### src/rtl/pipe_pkg.sv
// pipe_pkg: shared opcode map, stage record and instruction-class helpers for pipe_ctrl.
package pipe_pkg;

  localparam logic [2:0] OP_SET   = 3'b000;
  localparam logic [2:0] OP_LDPX  = 3'b001;
  localparam logic [2:0] OP_MODEX = 3'b010;
  localparam logic [2:0] OP_STPX  = 3'b011;
  localparam logic [2:0] OP_CMPEQ = 3'b100;
  localparam logic [2:0] OP_JEQ   = 3'b101;
  localparam logic [2:0] OP_J     = 3'b110;
  localparam logic [2:0] OP_ADD   = 3'b111;

  typedef enum logic [1:0] {
    FWD_RF  = 2'b00,
    FWD_MEM = 2'b01,
    FWD_WB  = 2'b10
  } fwd_sel_t;

  // One in-flight instruction. Operand fields only matter while the entry sits in EX.
  typedef struct packed {
    logic       valid;
    logic       wr;
    logic [2:0] dest;
    logic       is_load;
    logic       is_mem;
    logic       is_st;
    logic       is_jmp;
    logic       use_a;
    logic [2:0] reg_a;
    logic       use_b;
    logic [2:0] reg_b;
  } stage_ent_t;

  function automatic logic is_writer(input logic [2:0] op);
    return op inside {OP_SET, OP_LDPX, OP_MODEX, OP_CMPEQ, OP_ADD};
  endfunction

  function automatic logic is_load(input logic [2:0] op);
    return op == OP_LDPX;
  endfunction

  function automatic logic is_mem_op(input logic [2:0] op);
    return op inside {OP_LDPX, OP_STPX};
  endfunction

  function automatic logic is_jump(input logic [2:0] op);
    return op inside {OP_J, OP_JEQ};
  endfunction

  function automatic logic uses_a(input logic [2:0] op);
    return op inside {OP_LDPX, OP_MODEX, OP_STPX, OP_CMPEQ, OP_ADD};
  endfunction

  function automatic logic uses_b(input logic [2:0] op);
    return op inside {OP_MODEX, OP_CMPEQ, OP_STPX};
  endfunction

  // Build the tracking record for the instruction currently in ID; invalid gives a bubble.
  function automatic stage_ent_t decode_id(input logic       valid,
                                           input logic [2:0] op,
                                           input logic [2:0] src1,
                                           input logic [2:0] src2,
                                           input logic [2:0] srcdest);
    stage_ent_t ent;
    ent = '0;
    if (valid) begin
      ent.valid   = 1'b1;
      ent.wr      = is_writer(op);
      ent.dest    = srcdest;
      ent.is_load = is_load(op);
      ent.is_mem  = is_mem_op(op);
      ent.is_st   = (op == OP_STPX);
      ent.is_jmp  = is_jump(op);
      ent.use_a   = uses_a(op);
      ent.reg_a   = src1;
      ent.use_b   = uses_b(op);
      // STPX carries its store data in the srcdest field.
      ent.reg_b   = (op == OP_STPX) ? srcdest : src2;
    end
    return ent;
  endfunction

  // True when cons reads a register that prod will write.
  function automatic logic raw_dep(input stage_ent_t prod, input stage_ent_t cons);
    logic hit;
    hit = (cons.use_a && (cons.reg_a == prod.dest)) || (cons.use_b && (cons.reg_b == prod.dest));
    return prod.valid && prod.wr && cons.valid && hit;
  endfunction

  // Operand source for EX; the younger MEM result wins over WB.
  function automatic fwd_sel_t fwd_pick(input logic       use_reg,
                                        input logic [2:0] r,
                                        input stage_ent_t mem_e,
                                        input stage_ent_t wb_e);
    fwd_sel_t sel;
    sel = FWD_RF;
    if (use_reg) begin
      if (mem_e.valid && mem_e.wr && (mem_e.dest == r)) begin
        sel = FWD_MEM;
      end else if (wb_e.valid && wb_e.wr && (wb_e.dest == r)) begin
        sel = FWD_WB;
      end
    end
    return sel;
  endfunction

endpackage

### src/rtl/pipe_track.sv
// pipe_track: EX/MEM/WB in-flight instruction records with advance and bubble insertion.
module pipe_track
  import pipe_pkg::*;
(
  input  logic       clk_i,
  input  logic       rst_ni,
  input  logic       advance_i,
  input  logic       bubble_i,
  input  stage_ent_t id_ent_i,
  output stage_ent_t ex_o,
  output stage_ent_t mem_o,
  output stage_ent_t wb_o
);

  stage_ent_t ex_q, ex_d;
  stage_ent_t mem_q, mem_d;
  stage_ent_t wb_q, wb_d;

  // Shift the records one stage on advance; hold everything while frozen.
  always_comb begin
    ex_d  = ex_q;
    mem_d = mem_q;
    wb_d  = wb_q;
    if (advance_i) begin
      ex_d  = bubble_i ? '0 : id_ent_i;
      mem_d = ex_q;
      wb_d  = mem_q;
    end
  end

  // Stage record registers.
  always_ff @(posedge clk_i or negedge rst_ni) begin
    if (!rst_ni) begin
      ex_q  <= '0;
      mem_q <= '0;
      wb_q  <= '0;
    end else begin
      ex_q  <= ex_d;
      mem_q <= mem_d;
      wb_q  <= wb_d;
    end
  end

  assign ex_o  = ex_q;
  assign mem_o = mem_q;
  assign wb_o  = wb_q;

endmodule

### src/rtl/pipe_ctrl.sv
// pipe_ctrl: stage enables, flushes, PC control and data-memory handshake for the 5-stage core.
// Define PIPE_CTRL_FWD_EN to enable operand forwarding; only load-use then stalls.
module pipe_ctrl
  import pipe_pkg::*;
(
  input  logic       clk,
  input  logic       rst_n,
  input  logic       id_valid,
  input  logic [2:0] id_opcode,
  input  logic [2:0] id_src1,
  input  logic [2:0] id_src2,
  input  logic [2:0] id_srcdest,
  input  logic       ex_taken,
  input  logic       mem_ack,
  output logic       pc_en,
  output logic       pc_load,
  output logic       ifid_en,
  output logic       ifid_flush,
  output logic       idex_en,
  output logic       idex_flush,
  output logic       exmem_en,
  output logic       memwb_en,
  output logic       mem_req,
  output logic       mem_we,
  output logic [1:0] fwd_a,
  output logic [1:0] fwd_b
);

  typedef enum logic [0:0] {StRun, StMemWait} state_e;

  state_e     state_q, state_d;
  stage_ent_t id_ent, ex_ent, mem_ent, wb_ent;
  logic       freeze;
  logic       jump;
  logic       hazard;

  assign id_ent = decode_id(id_valid, id_opcode, id_src1, id_src2, id_srcdest);

  pipe_track u_track (
    .clk_i     (clk),
    .rst_ni    (rst_n),
    .advance_i (~freeze),
    .bubble_i  (idex_flush),
    .id_ent_i  (id_ent),
    .ex_o      (ex_ent),
    .mem_o     (mem_ent),
    .wb_o      (wb_ent)
  );

  // FSM state register.
  always_ff @(posedge clk or negedge rst_n) begin
    if (!rst_n) begin
      state_q <= StRun;
    end else begin
      state_q <= state_d;
    end
  end

  // Next state, memory handshake and pipeline freeze.
  always_comb begin
    state_d = state_q;
    freeze  = 1'b0;
    mem_req = 1'b0;
    mem_we  = 1'b0;
    unique case (state_q)
      StRun: begin
        // The cycle a memory op lands in MEM is spent launching the request.
        if (mem_ent.valid && mem_ent.is_mem) begin
          state_d = StMemWait;
          freeze  = 1'b1;
        end
      end
      StMemWait: begin
        mem_req = 1'b1;
        mem_we  = mem_ent.is_st;
        if (mem_ack) begin
          state_d = StRun;
        end else begin
          freeze = 1'b1;
        end
      end
      default: state_d = StRun;
    endcase
  end

  assign jump = ex_ent.valid && ex_ent.is_jmp && ex_taken;

`ifdef PIPE_CTRL_FWD_EN
  // Only a load still in EX cannot be forwarded in time.
  assign hazard = ex_ent.is_load && raw_dep(ex_ent, id_ent);
  assign fwd_a  = fwd_pick(ex_ent.use_a, ex_ent.reg_a, mem_ent, wb_ent);
  assign fwd_b  = fwd_pick(ex_ent.use_b, ex_ent.reg_b, mem_ent, wb_ent);
`else
  // Write-before-read regfile covers WB; EX and MEM writers must drain first.
  assign hazard = raw_dep(ex_ent, id_ent) || raw_dep(mem_ent, id_ent);
  assign fwd_a  = FWD_RF;
  assign fwd_b  = FWD_RF;
`endif

  // Stage controls: memory freeze beats a taken jump, which beats a hazard stall.
  always_comb begin
    pc_en      = 1'b1;
    pc_load    = 1'b0;
    ifid_en    = 1'b1;
    ifid_flush = 1'b0;
    idex_en    = 1'b1;
    idex_flush = 1'b0;
    exmem_en   = 1'b1;
    memwb_en   = 1'b1;
    if (freeze) begin
      pc_en    = 1'b0;
      ifid_en  = 1'b0;
      idex_en  = 1'b0;
      exmem_en = 1'b0;
      memwb_en = 1'b0;
    end else if (jump) begin
      pc_load    = 1'b1;
      ifid_flush = 1'b1;
      idex_flush = 1'b1;
    end else if (hazard) begin
      pc_en      = 1'b0;
      ifid_en    = 1'b0;
      idex_flush = 1'b1;
    end
  end

  // Record fields not consumed in every build configuration.
  logic unused_ent;
  assign unused_ent = ^{ex_ent, mem_ent, wb_ent};

endmodule

### config.mk
export PLATFORM = sky130hd
export DESIGN_NAME = pipe_ctrl
export DESIGN_NICKNAME = d
export VERILOG_FILES = /design/src/rtl/pipe_pkg.sv /design/src/rtl/pipe_track.sv /design/src/rtl/pipe_ctrl.sv
export SDC_FILE = /design/constraint.sdc
export NUM_CORES = 1
export LEC_CHECK = 0
export ABC_AREA = 1
export CAP_MARGIN = 5
export CORE_ASPECT_RATIO = 0.9
export CORE_UTILIZATION = 40
export CTS_CLUSTER_DIAMETER = 150
export DETAILED_ROUTE_END_ITERATION = 8
export MAX_ROUTING_LAYER = met4
export PLACE_DENSITY = 0.72
export SYNTH_ARGS = -nofsm -noshare
export SYNTH_HDL_FRONTEND = slang
export SYNTH_SLANG_ARGS = --single-unit
export TNS_END_PERCENT = 30
### constraint.sdc
create_clock -name clk -period 1.8 [get_ports clk]
set_input_delay 0.27 -clock clk [delete_from_list [all_inputs] [get_ports clk]]
set_output_delay 0.27 -clock clk [all_outputs]
set_load 0.01 [all_outputs]
Yosys cells after proc, flatten, opt, wreduce, memory -nomap -nowiden. Index checks and enable logic that the tools add are counted.

Muxes and demuxes: 17. Reductions and logical operators: 22. Bitwise logic cells: 1. Equality and inequality tests: 11.

Operator list (count): 2-to-1 mux 17 bit (2); logical AND 1 bit (13); 2-to-1 mux 1 bit (13); == test 3 bit (4); == test 3 bit, second input constant (4); nonzero test 5 bit (2); == test 3 x 2 -> 1 bit, second input constant (2); nonzero test 2 bit (2); == test 3 x 1 -> 1 bit, second input constant (1); logical NOT 3 bit (1); logical OR 1 bit (3); 2-to-1 mux 3 bit (1); nonzero test 3 bit (1); one-hot mux 1 bit (2 select lines) (1); NOT 1 bit (1).

Register bits: 16. Output and inout port bits: 14.

Logic depth before layout (Yosys ltp). Gate-level depths: netlist of the first run.

Depth after elaboration: 12. Mapped depth: 14. Mapped depth without buffers: 14.

Hierarchy. A second synthesis of the first run with hierarchy kept.

Cell total of the unflattened synthesis: 346. Area, all modules: 2653.8 um^2.

By module, submodules not included: pipe_track (seq. area each 1276.2 um^2, cells each 218, area each 2033.2 um^2, times used 1); pipe_ctrl (seq. area each 25.0 um^2, cells each 128, area each 620.6 um^2, times used 1).

Worst setup path before layout of the first run. Ideal clock, no wire load.

Kind: register -> output. From: register state_q. To: output pc_en. Data arrival time: 1453 ps. Data required time: 1530 ps. Stages on the path, launching flop included: 7. Path slack: 77 ps. Cell sequence: dfrtp_1 > o21bai_1 > nand2_1 > inv_1 > clkbuf_1 > a21oi_1 > buf_4.

Word-level cells in the longest chain between the ends: 3.

RTL lines: start: declaration (RTL line pipe_ctrl.sv:31) `state_e state_q, state_d;`; start signal: assignment (RTL line pipe_ctrl.sv:53) `state_q <= StRun;`; start signal: assignment (RTL line pipe_ctrl.sv:55) `state_q <= state_d;`; NOT 1 bit; one-hot mux 1 bit (2 select lines) * (RTL line pipe_ctrl.sv:65) `unique case (state_q)`; via freeze (RTL line pipe_ctrl.sv:33) `logic freeze;`; 2-to-1 mux 1 bit *; end: declaration (RTL line pipe_ctrl.sv:15) `output logic pc_en,`.

The timed path passes the listed nets; every way through them passes the cells marked *.

Worst setup path after layout of the first run.
From: register u_track.ex_q, in the netlist u_track.ex_o[13]. To: output idex_flush.

Word-level cells in the longest chain between the ends: 8. Elaborated cells between the ends (all ways): 10.

RTL lines: start: declaration (RTL line pipe_track.sv:15) `stage_ent_t ex_q, ex_d;`; start signal: assignment (RTL line pipe_track.sv:34) `ex_q <= '0;`; start signal: assignment (RTL line pipe_track.sv:38) `ex_q <= ex_d;`; == test 3 bit (RTL line pipe_pkg.sv:86) `hit = (cons.use_a && (cons.reg_a == prod.dest)) || (cons.use_b && (cons.reg_b == prod.dest));`; logical AND 1 bit (RTL line pipe_pkg.sv:86); logical OR 1 bit * (RTL line pipe_pkg.sv:86); logical AND 1 bit * (RTL line pipe_pkg.sv:87) `return prod.valid && prod.wr && cons.valid && hit;`; logical OR 1 bit * (RTL line pipe_ctrl.sv:95) `assign hazard = raw_dep(ex_ent, id_ent) || raw_dep(mem_ent, id_ent);`; 2-to-1 mux 1 bit * (RTL line pipe_ctrl.sv:120) `end else if (hazard) begin`; 2-to-1 mux 1 bit * (RTL line pipe_ctrl.sv:116) `end else if (jump) begin`; 2-to-1 mux 1 bit * (RTL line pipe_ctrl.sv:110) `if (freeze) begin`; end: declaration (RTL line pipe_ctrl.sv:20) `output logic idex_flush,`.

Every way passes the cells marked *; elsewhere a longest branch is shown, timed or not.

==> results.toml, run 1 <==
[route]
highest_layer = "met4"
wirelength_mm = 2.931
met2_length_mm = 1.506
wl_met1_mm = 1.253
first_pass_iters = 6
drt_iter0_drc = 39
num_vias = 1179
route.detailed.drc = 2
dr_wl_met3_um = 155
viasPerCell = 4.975
antenna_left = 0
avgRoutedWirePerCell_um = 12.37

[setup_path]
reg2reg_to = "u_track.ex_o[9]$_DFFE_PN0P_"
r2r_start = "u_track.mem_o[16]$_DFFE_PN0P_"
crit_arrival_ns = 1.57
critPathLaunchType = "flip-flop"
r2r_slack_ns = 0.25
cp-end-kind = "output port"
startpoint = "u_track.ex_o[13]$_DFFE_PN0P_"
path_class = "flip-flop to output port"
critPathMaxFanout = 4
required_ns = 1.53
rr_worst_depth = 9

[clocking]
cts_buffer_depth = 2
htreeDepth = 1
clk-insertion-delay-late_ns = 0.29
cts.sinks = 16
cts.clk_slew.worst_paths_ns = 0.10
cts_tree = "done"
clockRootBuffer = "clkbuf_4"
cts-buffers-inserted = 3

[timing]
fin_crit_sh_pct = 102.5
fin_skew_ns = 0.01226
setup_viol = 3
fin_ws_ns = -0.04440
fin_crit_ns = 1.844
hold_viol_final = 0
slew_viol_final = 0
fmax_mhz = 542.2
rsz0062_at_grt = "yes"

[layout]
syn_to_final_growth_pct = 37.01
drive_above_1_share_pct = 24.40
insertedDiodeCount = 0
fin_nets = 228
seqCellArea_sq_um = 401.6
multi_input_area_sq_um = 621.8
fin_area_sq_um = 1524
nFillCells = 245

[floorplanning]
core_sq_um = 2552
ios = 31
die_area_sq_um = 2996
die_w_um = 57.59
die_h_um = 52.03
rows = 17
start_util_pct = 43.58

[global_route]
grt_max_degree = 17
grt_pass1_wl_mm = 4.961
grt_usage_pct = 22.66
grt_pass1_vias = 1114
grt_remaining_overflow = 0
antenna_found_initial = 0

[worst_hold_path]
holdCritPathClass = "primary input to async pin"

[logic_synthesis]
syn_inst = 168
seq_area_frac_synth_pct = 36.00
syn_area_sq_um = 1112
synth-async-reset-ratio_pct = 100.0
synth_edf_count = 0
synth_ff_type = "dfrtp_1"
synth-seq-cells = 16
ys_warn_count = 0
synth_cell_types = 22
synth_top_cell_by_area = "dfrtp_1"
synth_top_area_share_pct = 36.00
yosys-top-cells-area = "dfrtp_1 36%, nand2_1 23%, nand3_1 7.2%"
avgSynthCellArea_sq_um = 6.621

[power_and_ir_drop]
peakVddDrop_mv = 0.7141
power.share.clock_pct = 11.6
cell_internal_pwr_mw = 0.9274
p_per_area_nw_per_um2 = 1058
p_switching_mw = 0.6855
power_frac_seq_pct = 37.1
p_sw_share_pct = 42.50
p_comb_share_pct = 51.2
leakage_nw = 0.8421

[placement]
io_buffers = 26
dpl_cell_area_sq_um = 1481
dp_hpwl_mm = 2.214
gp_congestion = 0.8902
dp_slack_ns = -0.9469

[run_status]
violations = "design-rule violations, negative setup slack"
status = "finished with violations"

[flow_run]
cap_violations = 0
kinds of logic after synthesis:
group	after synthesis	share of synthesized area, %
simple gates	101	39.37
buf+inv	30	12.94
flops	16	36.00
compound gates	14	6.637
xor+xnor	6	4.724
other cells	1	0.3371
cells in the final DEF, fill, tap and decap left out, drive strengths merged:
cell type | synthesis | final
xnor2 | 1 | 1
o21ai | 7 | 7
dlygate4sd2 | 0 | 14
clkdlybuf4s50 | 0 | 5
nor3 | 1 | 1
xor2 | 5 | 5
nand3 | 18 | 18
inv | 19 | 19
dfrtp | 16 | 16
a21oi | 5 | 5
nand4 | 2 | 2
nand2 | 68 | 68
clkbuf | 2 | 3
a31oi | 1 | 1
buf | 9 | 26
nor2 | 12 | 12
conb | 1 | 4
clkdlybuf4s18 | 0 | 1
o21bai | 1 | 1
state kept, by name, indices dropped and copies added, names as in the netlist:
register and cells:
u_track.mem_o 7, u_track.ex_o 8, state_q 1
critical path, stage by stage, from the launching register on:
cell	delay, ns
dfrtp_2	0.45
xnor2_1	0.14
nor2_1	0.14
nand3_1	0.10
nand2_1	0.08
nand2_2	0.06
a31oi_1	0.16
buf_2	0.15
per-layer routing:
metal | vias to the layer above | GRT usage, %
met1 | 553 | 26.36
met2 | 30 | 41.28
li1 | 594 | -
met5 | - | -
met4 | 0 | 2.439
met3 | 2 | 5.224
power groups by stage:
stage	Sequential (mW)	Combinational (mW)	Clock, mW
after CTS	0.591	0.817	0.194
final	0.599	0.827	0.188
after global placement	0.592	0.842	0
after global routing	0.612	0.925	0.206
after detailed placement	0.599	0.860	0
after floorplan	0.576	0.510	0
metrics by stage:
stage	hold WS, ns	TNS, ns	cells	util [%]	total power, mW
after CTS	0.3035	-0.04716	237	59.31	1.603
final	0.2917	-0.05729	237	59.71	1.613
after floorplan	-0.02559	0	171	-	1.086
after global placement	0.4612	-4.990	232	58.04	1.434
after detailed placement	0.4622	-6.111	232	58.04	1.458
after global routing	0.3128	-0.4704	237	59.71	1.744
worst max path at each step:
stage	depth (start not counted)	endpoint
final	7	idex_flush
after global routing	7	idex_flush
after CTS	8	ifid_en
after detailed placement	14	ifid_en
after global placement	12	ifid_en
after floorplan	6	pc_en
Yosys cell counts, types with 2 or more instances:
cell type   n
nand2_1    67
buf_4       8
dfrtp_1    16
a21oi_1     5
o21ai_0     7
inv_1      18
clkbuf_1    2
nor2_1      9
xor2_1      5
nand4_1     2
nor2_4      2
nand3_1    16
nand3_2     2
area by class of cell:
| cell class | count | share of cell area (%) |
|---|---|---|
| Clock buffer | 3 | 1.478 |
| Sequential cell | 16 | 26.35 |
| Inverter | 19 | 4.680 |
| Multi-Input combinational cell | 125 | 40.80 |
| Timing Repair Buffer | 46 | 24.38 |
| Tap cell | 28 | 2.299 |
what timing repair did:
item	CTS	global route
hold buffers	0	0
setup endpoints to repair	16	5
buffers inserted	2	0
pin swaps	15	8
resized for setup	54	6
Note: power is estimated with default switching activity, not from simulation.
==> run 2: changes to the inputs <==
--- a/config.mk
+++ b/config.mk
@@ -13,6 +13,7 @@
 export DETAILED_ROUTE_END_ITERATION = 8
 export MAX_ROUTING_LAYER = met4
 export PLACE_DENSITY = 0.72
+export RECOVER_POWER = 100
 export SYNTH_ARGS = -nofsm -noshare
 export SYNTH_HDL_FRONTEND = slang
 export SYNTH_SLANG_ARGS = --single-unit
==> constraint.sdc (replaced) <==
create_clock -name clk -period 2.3 [get_ports clk]
set_input_delay 0.345 -clock clk [delete_from_list [all_inputs] [get_ports clk]]
set_output_delay 0.345 -clock clk [all_outputs]
set_load 0.01 [all_outputs]
==> run 2 against run 1 <==
The run ends with design-rule violations left. Cell count decreased by 2.5%. Routed wire length decreased by 5.6%. Total power decreased by 24%. Non-clock buffer count decreased by 7. Sequential share of layout area increased by 1.1 points. Sequential power decreased by 22%. Utilization decreased by 2.5 points. Largest power group unchanged. Highest routed layer unchanged.
==> results.toml, run 2 (synthesized netlist as in run 1, its figures left out) <==
[clocking]
cts_buffer_depth = 2
cts_tree = "done"
cts.clk_slew.worst_paths_ns = 0.09
clockRootBuffer = "clkbuf_4"
cts_setup_buffers = 0
cts.sinks = 16
cts-buffers-inserted = 3
clk-insertion-delay-late_ns = 0.28
htreeDepth = 1

[placement]
dp_slack_ns = -0.5855
gp_congestion = 0.9162
dpl_cell_area_sq_um = 1444
dp_hpwl_mm = 2.182
io_buffers = 26

[setup_path]
startpoint = "id_opcode[2]"
slowest_delay_ns = 0.27
cp-end-kind = "output port"
cp_slowest_cell = "dlygate4sd2_1"
r2r_start = "u_track.ex_o[14]$_DFFE_PN0P_"
r2r_slack_ns = 0.45
critPathLaunchType = "primary input"
path_common_cell = "nand2_1"
crit_chain = "dlygate4sd2_1 > clkbuf_1 > nor2_4 > nand2_1 > nand2_1 > nand3_1 > nand2_1 > nor2_1 > nand2_1 > nand2_1 > nand2_1 > nand2_1 > a21oi_2 > clkbuf_2"
path_class = "primary input to output port"
required_ns = 1.96
critPathMaxFanout = 5
rr_worst_depth = 11
crit_arrival_ns = 1.83
reg2reg_to = "u_track.ex_o[13]$_DFFE_PN0P_"

[floorplanning]
die_area_sq_um = 2996
die_h_um = 52.03
core_sq_um = 2552
ios = 31
die_w_um = 57.59
rows = 17
start_util_pct = 43.58

[route]
wirelength_mm = 2.767
drt_iter0_drc = 33
num_vias = 1160
avgRoutedWirePerCell_um = 11.98
first_pass_iters = 6
route.detailed.drc = 3
antenna_left = 0
viasPerCell = 5.022

[timing]
rsz0062_at_grt = "no"
hold_viol_final = 0
fin_ws_ns = 0.1204
setup_viol = 0
fin_crit_ns = 2.180
holdWs_ns = 0.3759
fmax_mhz = 458.8
fin_crit_sh_pct = 94.77
fin_skew_ns = 0.004888
tightest_slew_ns = 0.7183
maxSlewHeadroom_pct = 51.96
slew_viol_final = 0

[layout]
syn_to_final_growth_pct = 31.16
largest_register_ffs = 8
drive_above_1_share_pct = 13.79
mostFrequentLayoutCell = "nand2_1"
nFillCells = 256
insertedDiodeCount = 0
fin_util_pct = 57.16
fin_area_sq_um = 1459
fin_nets = 221
final_cell_mix = "67 x nand2_1, 18 x inv_1, 16 x nand3_1, 16 x dfrtp_1, 11 x clkdlybuf4s50_1"

[run_status]
violations = "design-rule violations"
status = "finished with violations"

[worst_hold_path]
worstHoldPathCells = 3
holdCritPathClass = "primary input to flip-flop"
min_from = "id_srcdest[0]"
hold_end = "u_track.ex_o[12]$_DFFE_PN0P_"

[power_and_ir_drop]
p_per_area_nw_per_um2 = 844.2
peakVddDrop_mv = 0.5508
leakage_nw = 0.7941
finalPower_mw = 1.232

[flow_run]
cap_violations = 0

[global_route]
grt_usage_pct = 21.02
grt_max_degree = 17
grt_pass1_vias = 1048
antenna_found_initial = 0
grt_pass1_wl_mm = 4.629
grt_remaining_overflow = 0
[run 2: cell types whose count changed in the layout (fill, tap and decap cells not counted), sizes merged]
cell,delta
clkdlybuf4s18,-1
dlygate4sd3,+6
dlygate4sd2,-12
buf,-15
clkdlybuf4s50,+6
clkbuf,+8
dlymetal6s2s,+2
[run 2: per-layer routing]
metal | wire, um | vias to the layer above | track usage, %
met3 | 188 | 2 | 5.224
li1 | - | 586 | -
met2 | 1299 | 44 | 33.72
met1 | 1262 | 528 | 27.80
met5 | 0 | - | -
met4 | 17 | 0 | 2.439
[run 2: layout make-up]
cell class | instances | area (sq um) | area share (%)
inverter | 19 | 71.32 | 4.889
sequential | 16 | 400.4 | 27.44
multi-input combinational | 125 | 589.3 | 40.39
clock buffer | 4 | 36.28 | 2.487
tap | 28 | 35.03 | 2.401
timing repair buffer | 39 | 326.6 | 22.38
[run 2: per-stage QoR]
stage / instances / setup TNS (ns)
6_report: 231 / 0
5_1_grt: 231 / 0
4_1_cts: 231 / 0
3_5_place_dp: 227 / -1.924
3_3_place_gp: 227 / -1.405
2_1_floorplan: 171 / 0
[run 2: power breakdown]
group	switching, mW	internal [mW]	total (mW)	leakage, nW
Combinational	0.339	0.239	0.578	0.564
Sequential	0.0905	0.380	0.470	0.209
Clock	0.0869	0.0964	0.183	0.0210
Total	0.516	0.715	1.23	0.794
[run 2: worst max path at each step]
stage | endpoint | cells after the start
2_1_floorplan | pc_en | 10
3_3_place_gp | idex_flush | 12
3_5_place_dp | ifid_en | 14
4_1_cts | ifid_en | 12
5_1_grt | pc_en | 14
6_report | ifid_en | 14
[run 2: what timing repair did]
action	4_1_cts	5_1_grt
endpoints found under the hold margin	0	0
resized for setup	13	12
hold buffers	0	0
endpoints found under the setup margin	3	5
gates cloned	0	0
pin swaps	0	2
[run 2: critical path, delay by kind of cell]
family,cells,cell delay (ns)
buffers and inverters,3,0.56
AO/OA/AOI/OAI,1,0.14
AND/OR/NAND/NOR,10,0.79
==> run 3: changes to the inputs <==
--- a/config.mk
+++ b/config.mk
@@ -8,11 +8,12 @@
 export ABC_AREA = 1
 export CAP_MARGIN = 5
 export CORE_ASPECT_RATIO = 0.9
-export CORE_UTILIZATION = 40
+export CORE_UTILIZATION = 51
 export CTS_CLUSTER_DIAMETER = 150
 export DETAILED_ROUTE_END_ITERATION = 8
+export GPL_ROUTABILITY_DRIVEN = 0
 export MAX_ROUTING_LAYER = met4
-export PLACE_DENSITY = 0.72
+export PLACE_DENSITY = 0.87
 export RECOVER_POWER = 100
 export SYNTH_ARGS = -nofsm -noshare
 export SYNTH_HDL_FRONTEND = slang
==> run 3 against run 2 <==
The run now ends clean. Combinational power rose by 1%. Register-to-register slack got worse by 0.08 ns. Clock skew rose by 0.0029 ns. Flip-flop and latch count did not move. Die area fell by 21%. First-iteration DRC count rose by 33%. Critical path depth fell by 9.
==> results.toml, run 3 (synthesized netlist as in run 1, its figures left out) <==
[timing]
fmax_mhz = 456.1
maxSlewHeadroom_pct = 50.54
holdWs_ns = 0.4956
tightest_slew_ns = 0.7394
finalSetupTns_ns = 0
hold_viol_final = 0
fin_crit_sh_pct = 95.32
fin_ws_ns = 0.1077
fin_skew_ns = 0.007757
fin_crit_ns = 2.192
rsz0062_at_grt = "no"
slew_viol_final = 0
setup_viol = 0

[worst_hold_path]
hold_end = "u_track.mem_o[9]$_DFFE_PN0P_"
holdCritPathClass = "flip-flop to flip-flop"
worstHoldPathCells = 2
min_from = "u_track.mem_o[9]$_DFFE_PN0P_"

[layout]
seqCellArea_sq_um = 400.4
syn_to_final_growth_pct = 28.46
mostFrequentLayoutCell = "nand2_1"
final_cell_mix = "67 x nand2_1, 18 x inv_1, 16 x nand3_1, 16 x dfrtp_1, 12 x clkdlybuf4s50_1"
multi_input_area_sq_um = 593.1
drive_above_1_share_pct = 13.50
fin_nets = 219
largest_register_ffs = 8
insertedDiodeCount = 0
fin_util_pct = 71.82
nFillCells = 172

[route]
drt_iter0_drc = 44
viasPerCell = 5.244
route.detailed.drc = 0
avgRoutedWirePerCell_um = 12.88
num_vias = 1180
first_pass_iters = 4
antenna_left = 0
wirelength_mm = 2.898

[global_route]
grt_remaining_overflow = 0
grt_max_degree = 17
grt_usage_pct = 27.69
grt_pass1_wl_mm = 4.533
grt_pass1_vias = 1039
antenna_found_initial = 0

[setup_path]
critPathMaxFanout = 9
path_class = "flip-flop to output port"
r2r_start = "u_track.ex_o[14]$_DFFE_PN0P_"
cp_slowest_cell = "clkdlybuf4s50_1"
critPathLaunchType = "flip-flop"
reg2reg_to = "u_track.ex_o[9]$_DFFE_PN0P_"
crit_buf_inv = 2
rr_worst_depth = 11
required_ns = 1.96
crit_chain = "o21bai_1 > nand2_1 > inv_1 > nor2_2 > clkdlybuf4s50_1"
r2r_slack_ns = 0.37
crit_arrival_ns = 1.85
slowest_delay_ns = 0.56
path_delay_family = "buffers and inverters"
cp-end-kind = "output port"

[power_and_ir_drop]
p_sw_share_pct = 43.65
power.share.clock_pct = 12.6
finalPower_mw = 1.213
peakVddDrop_mv = 0.6063
leakage_nw = 0.7635
p_per_area_nw_per_um2 = 848.8
p_switching_mw = 0.5294
power_frac_seq_pct = 39.3
cell_internal_pwr_mw = 0.6834
p_comb_share_pct = 48.1

[clocking]
cts.clk_slew.worst_paths_ns = 0.10
clockRootBuffer = "clkbuf_4"
htreeDepth = 1
cts-buffers-inserted = 3
postCtsHoldBufs = 0
cts_tree = "done"
clk-insertion-delay-late_ns = 0.30
cts_buffer_depth = 2
cts_setup_buffers = 0
cts.sinks = 16

[floorplanning]
die_w_um = 51.23
start_util_pct = 55.91
ios = 31
rows = 15
die_h_um = 46.31
die_area_sq_um = 2372
core_sq_um = 1989

[placement]
dp_hpwl_mm = 2.142
dp_slack_ns = -0.5437
io_buffers = 26

[run_status]
status = "finished clean"

[flow_run]
cap_violations = 0
-- run 3: power by group through the flow --
| stage | Sequential, mW | Combinational [mW] | Clock [mW] |
|---|---|---|---|
| after detailed placement | 0.477 | 0.627 | 0 |
| after global routing | 0.483 | 0.658 | 0.165 |
| after global placement | 0.472 | 0.599 | 0 |
| after floorplan | 0.451 | 0.399 | 0 |
| final | 0.476 | 0.584 | 0.153 |
| after CTS | 0.472 | 0.615 | 0.151 |
-- run 3: cell type report --
cell class                      count  share of cell area (%)
Clock buffer                        3                   1.576
Sequential cell                    16                   28.02
Tap cell                           25                   2.189
Multi-Input combinational cell    125                   41.51
Inverter                           19                   4.991
Timing Repair Buffer               37                   21.72
-- run 3: worst max-delay path by stage --
stage | from | end | cells past startpoint
after floorplan | id_valid | pc_en | 10
final | state_q$_DFF_PN0_ | pc_load | 5
after detailed placement | id_opcode[2] | ifid_en | 13
after global routing | state_q$_DFF_PN0_ | pc_load | 5
after CTS | id_opcode[1] | ifid_en | 14
after global placement | id_opcode[0] | ifid_en | 14
-- run 3: worst register-to-register path: stages, from the launching register on --
cell      delay [ns]
dfrtp_1         0.43
inv_1           0.11
xor2_1          0.14
nor2_1          0.06
nand3_1         0.09
nand2_1         0.06
nand2_1         0.08
nand2_1         0.09
clkbuf_4        0.14
nor2_1          0.40
nand3_1         0.19
nand2_1         0.10
-- run 3: timing repair --
item                                    4_1_cts  5_1_grt
gates cloned                                  0        0
endpoints found under the setup margin        3        5
gates resized for setup                      15       12
-- run 3: per-stage QoR --
| stage | area [sq um] | instances |
|---|---|---|
| after CTS | 1460 | 225 |
| after global routing | 1429 | 225 |
| after floorplan | 1124 | 171 |
| final | 1429 | 225 |
| after detailed placement | 1425 | 222 |
| after global placement | 1425 | 222 |
-- run 3: per-layer routing --
layer / GRT usage (%) / part of all wire, % / vias up
li1: - / - / 578
met1: 33.06 / 42 / 538
met2: 45.53 / 49 / 58
met3: 7.261 / 7.5 / 6
met4: 10.27 / 1.7 / 0
met5: - / 0 / -
